==> src/rtl/fetch_pkg.sv <==
// Shared types and helpers for the LEGv8 instruction-fetch stage.
// Holds the fetch FSM states, the IF/ID bundle and address checks.
package fetch_pkg;

  typedef enum logic [1:0] {
    RUN    = 2'd0,
    HALTED = 2'd1,
    FAULT  = 2'd2
  } fetch_state_t;

  localparam int unsigned INSTR_BYTES = 4;
  localparam logic [31:0] HLT_ENC = 32'hD440_0000;

  typedef struct packed {
    logic [63:0] pc;
    logic [31:0] instr;
  } ifid_t;

  // Redirect target is unusable if misaligned or past the memory.
  function automatic logic addr_bad(
    input logic [63:0] a,
    input logic [63:0] lim
  );
    return (a[1:0] != 2'b00) || (a >= lim);
  endfunction

  // True when the word at pc is the last one in memory.
  // Widened by one bit so pc+4 can never wrap.
  function automatic logic seq_end(
    input logic [63:0] pc,
    input logic [63:0] lim
  );
    logic [64:0] nxt;
    nxt = {1'b0, pc} + 65'(INSTR_BYTES);
    return nxt >= {1'b0, lim};
  endfunction

endpackage

==> src/rtl/fetch_stage_if_id_reg.sv <==
// IF/ID pipeline register with valid/ready style control.
// Ports: load/clear/hold controls, load_data bundle in, data out, valid.
module if_id_reg
  import fetch_pkg::*;
(
  input  logic  clk,
  input  logic  rst_n,
  input  logic  load,
  input  logic  clear,
  input  logic  hold,
  input  ifid_t load_data,
  output ifid_t data,
  output logic  valid
);

  always_ff @(posedge clk or negedge rst_n) begin
    if (!rst_n) begin
      valid <= 1'b0;
      data  <= '0;
    end else begin
      unique case (1'b1)
        clear: begin
          valid <= 1'b0;
        end
        load: begin
          valid <= 1'b1;
          data  <= load_data;
        end
        default: begin
          // Consumed with nothing new behind it.
          if (valid && !hold) begin
            valid <= 1'b0;
          end
        end
      endcase
    end
  end

endmodule

==> src/rtl/fetch_stage.sv <==
// LEGv8 instruction fetch: PC, fetch FSM and the IF/ID register.
// Ports: imem_adr/imem_instr to memory, if_* to decode, redirect, halted, fault.
module fetch_stage
  import fetch_pkg::*;
#(
  parameter logic [63:0] RESET_PC   = 64'h0,
  parameter logic [63:0] IMEM_BYTES = 64'd64,
  parameter logic [31:0] HALT_INSTR = HLT_ENC
) (
  input  logic        clk,
  input  logic        rst_n,
  output logic [63:0] imem_adr,
  input  logic [31:0] imem_instr,
  output logic        if_valid,
  output logic [63:0] if_pc,
  output logic [31:0] if_instr,
  input  logic        id_ready,
  input  logic        redirect,
  input  logic [63:0] redirect_pc,
  output logic        halted,
  output logic        fault
);

  fetch_state_t state;
  logic [63:0]  pc;

  logic  run;
  logic  fire;
  logic  flush;
  logic  halt_now;
  logic  end_now;
  ifid_t ifid_new;
  ifid_t ifid_cur;

  assign run = (state == RUN);

  assign fire = run && !redirect &&
                (!if_valid || id_ready);

  // FAULT is terminal, so redirects are dropped there.
  assign flush = redirect && (state != FAULT);

  assign halt_now = (imem_instr == HALT_INSTR);
  assign end_now  = !halt_now &&
                    seq_end(pc, IMEM_BYTES);

  assign ifid_new.pc    = pc;
  assign ifid_new.instr = imem_instr;

  always_ff @(posedge clk or negedge rst_n) begin
    if (!rst_n) begin
      pc    <= RESET_PC;
      state <= RUN;
    end else if (flush) begin
      pc <= redirect_pc;
      if (addr_bad(redirect_pc, IMEM_BYTES)) begin
        state <= FAULT;
      end else begin
        state <= RUN;
      end
    end else if (fire) begin
      unique case (1'b1)
        halt_now: state <= HALTED;
        end_now:  state <= FAULT;
        default:  pc <= pc + 64'(INSTR_BYTES);
      endcase
    end
  end

  if_id_reg u_if_id (
    .clk       (clk),
    .rst_n     (rst_n),
    .load      (fire),
    .clear     (flush),
    .hold      (!id_ready),
    .load_data (ifid_new),
    .data      (ifid_cur),
    .valid     (if_valid)
  );

  assign imem_adr = pc;
  assign if_pc    = ifid_cur.pc;
  assign if_instr = ifid_cur.instr;
  assign halted   = (state == HALTED);
  assign fault    = (state == FAULT);

endmodule

==> config.mk <==
export PLATFORM = sky130hd
export DESIGN_NAME = fetch_stage
export DESIGN_NICKNAME = d
export VERILOG_FILES = /design/src/rtl/fetch_pkg.sv /design/src/rtl/fetch_stage_if_id_reg.sv /design/src/rtl/fetch_stage.sv
export SDC_FILE = /design/constraint.sdc
export NUM_CORES = 1
export LEC_CHECK = 0
export CELL_PAD_IN_SITES_DETAIL_PLACEMENT = 0
export CELL_PAD_IN_SITES_GLOBAL_PLACEMENT = 1
export CORE_ASPECT_RATIO = 1.25
export CORE_MARGIN = 4
export CORE_UTILIZATION = 33
export CTS_CLUSTER_DIAMETER = 100
export DETAILED_ROUTE_END_ITERATION = 16
export PLACE_DENSITY = 0.88
export SKIP_CTS_REPAIR_TIMING = 1
export SYNTH_ARGS = -nofsm -noshare
export SYNTH_HDL_FRONTEND = slang
export SYNTH_SLANG_ARGS = --single-unit
==> constraint.sdc <==
create_clock -name clk -period 5 [get_ports clk]
set_input_delay 1 -clock clk [delete_from_list [all_inputs] [get_ports clk]]
set_output_delay 1 -clock clk [all_outputs]
set_load 0.05 [all_outputs]
==> summary.md <==
| Metric | Value |
|---|---|
| Most used flip-flop cell after synthesis | dfrtp_1 |
| Max cap viols | 0 |
| Fmax | 253 MHz |
| Routed via count | 7982 |
| DP Area | 0.0110 mm² |
| RSZ-0062 raised after global routing | no |
| Share of cells above drive strength 1 | 4.67% |
| Final weighted congestion in routability-driven placement | 0.952 |
| Post-Place Cells | 1538 |
| Worst Setup Path Type | reg2reg |
| Worst-path fanout max | 10 |
| Largest family of logic cells by synthesized area | simple AND/OR/NAND/NOR gates |
| Post-DR wirelength/cell | about 19 µm |
| Die Area | 0.0270 mm² |
| Final Hold Viols | 0 |
| Clock Path Buffers | 2 |
| Outcome | completed |
| Syn-to-layout area delta | 43.7% |
| Net Count, Synth | 1102 |
| Final net count | around 1300 |
| Final instance area | 0.0116 mm² |
| Ys Warns | 0 |
| Tot GR Track Use | 21.5% |
| CTS tree | yes |
| FF-to-FF Start | imem_adr[13] |
| CORE AREA | 0.0239 mm² |
| Hold_sp | u_if_id.data[83] |
| Data required, critical path | 5.34 ns |
| Synth Cell Area | 0.00806 mm² |
| Total grt overflow | 0 |
| DRC | 0 |
| CP arrival | 4.29 ns |
| Cts bufs inserted | 17 |
| Via count of the first global-routing pass | 7805 |
| Pleak | ~0.0052 µW |
| Most common cell after layout, fill and taps aside | nand2_1 |
| Initial antenna violation count | 0 |
| ANT cells | 0 |
| Worst setup EP type | flop |
| Tmin final | roughly 4 ns |
| Initial Util | 33.8% |
| Starting DRT DRC Count | around 690 |
| Dpl hpwl | between 20 and 25 mm |
| Smallest hold slack | 0.471 ns |
| Final ANT Viol Nets | 0 |
| Sink Count | 163 |
| Worst Tran Pin Value | 1.01 ns |
| Die height | 183 µm |
| Die W | 148 µm |
| Setup violators final | 0 |
| CTS Root Cell | clkbuf_16 |
| Clock-pin slew on the worst setup and hold paths | 0.06 ns |
| Post-Syn Area per Cell | 8.06 µm² |
| Drt first pass iters | 5 |
| First-pass GRT wire length | ~46 mm |
| Count of input and output buffers | roughly 260 |
| Worst relative slew slack | 32.3% |
| Adder-cell area share of the yosys netlist | less than 1% |
| CP Launch Type | flop |
| DRT Wirelength | between 20 and 30 mm |
| Post-Synth XOR/XNOR Area | under 10% |
| Post-Synth Simple-Gate Area | 36.9% |
| Skew-Pair Late Insertion Delay | 0.42 ns |
| Avg Vias per Cell | 5.09 |
| FP Rows | 63 |
| Fin crit share | between 70% and 80% |
| Synth Instances | roughly 1000 |
| CP startpoint | imem_adr[13] |
| Worst Hold Class | reg2reg |
| Power Dens Cells | 310 mW/mm² |
| Asr flop ratio synth | 100% |
| Final Max Tran Viols | 0 |
| Synth Area in Compound Gates | 6.28% |
| Number of enable flip-flop cells after synthesis | 0 |
| Post-synthesis mux area share | under 10% |
| CTS H-Tree Depth | 4 |
| Setup_tns | 0 ns |
| I/O Pins | about 260 |
| Clk_skew | between 0.008 and 0.009 ns |
| Max VDD drop | 0.215 mV |
| Most frequent cells in the layout | nand2_1, clkdlybuf4s50_1, dfrtp_1 |
| Largest net degree at the start of global routing | 99 |
| Distinct cell type count after synthesis | 62 |
| Post-synthesis register bit count | ~160 |
| Share of the yosys chip area belonging to registers | 50.6% |
| Post-layout instance count excluding filler cells | 1568 |
## metrics by stage
stage	total power (µW)	setup slack (ns)	util (%)
2_1_floorplan	1860	1.04	-
3_3_place_gp	2190	1.18	45.9
3_5_place_dp	2190	1.08	45.9
4_1_cts	3630	1.06	48.5
5_1_grt	3730	0.822	48.5
6_report	3600	1.05	48.5
## power breakdown
| part | total [µW] | leakage (µW) | switching (µW) | internal, µW |
|---|---|---|---|---|
| Sequential | 1490 | 0.00215 | 97.7 | 1390 |
| Clock | 1430 | 0.000300 | 534 | 896 |
| Combinational | 679 | 0.00276 | 430 | 249 |
| Total | 3600 | 0.00521 | 1060 | 2530 |
## synth_stat cells, types with 4 or more instances
| cell | instances | share of area (%) |
|---|---|---|
| a211oi_1 | 7 | 0.65 |
| a21oi_1 | 8 | 0.50 |
| a31oi_1 | 5 | 0.39 |
| and2_1 | 5 | 0.39 |
| and3_1 | 10 | 0.78 |
| clkbuf_1 | 53 | 2.5 |
| dfrtp_1 | 163 | 51 |
| inv_1 | 11 | 0.51 |
| mux2i_1 | 6 | 0.74 |
| nand2_1 | 461 | 21 |
| nand3_1 | 29 | 1.8 |
| nand4_1 | 30 | 2.3 |
| nor2_1 | 29 | 1.3 |
| nor3_1 | 20 | 1.2 |
| nor4_1 | 37 | 2.9 |
| o21ai_0 | 24 | 1.5 |
| o31ai_1 | 4 | 0.37 |
| or2_2 | 6 | 0.47 |
| or3_1 | 4 | 0.31 |
| or4_1 | 10 | 0.93 |
| xnor2_1 | 10 | 1.1 |
| xor2_1 | 5 | 0.54 |
## state kept, by name, indices dropped and copies added, names as in the netlist
register	flops
u_if_id.data	96
imem_adr	64
u_if_id.valid	1
state	2
## per-layer routing
| metal | global-route usage [%] | wire (µm) |
|---|---|---|
| met5 | 0 | 0 |
| met2 | 37.0 | 14700 |
| met4 | 6.54 | 750 |
| met3 | 4.10 | 1560 |
| met1 | 27.7 | 12200 |
## cell type report
type | count | area, µm²
clock inverter | 9 | 179
multi-input combinational | 765 | 3720
timing repair buffer | 273 | 2710
clock buffer | 21 | 450
tap | 325 | 407
fill | 2305 | 12300
sequential | 163 | 4080
inverter | 12 | 45.0
## worst max-delay path, cell delays in order (launching register included)
cell and delay (ns):
dfrtp_1 0.50, nand3_1 0.26, or4_4 0.55, or4_1 0.60, or4_1 0.57, a22o_1 0.24, nor4_4 0.33, nand4_4 0.21
or4_1 0.43, a31oi_1 0.17
## logic make-up (layout without fill, tap and decap cells)
kind of cell    after synthesis  after routing
fa+ha+maj                     1              1
simple gates                664            664
buf+inv                      73            315
xor+xnor                     15             15
mux                           8              8
compound gates               77             77
flops                       163            163
## worst paths after layout
check / to / slack, ns / cells past startpoint
max in group asynchronous: u_if_id.data[2] / 3.34 / 2
min in group asynchronous: u_if_id.data[33] / 0.66 / 1
setup reg to reg: imem_adr[4] / 1.05 / 9
setup / recovery: imem_adr[4] / 1.05 / 9
hold reg to reg: u_if_id.data[83] / 0.47 / 2
hold / removal: u_if_id.data[83] / 0.47 / 2
Note: power is estimated with default switching activity, not from simulation.
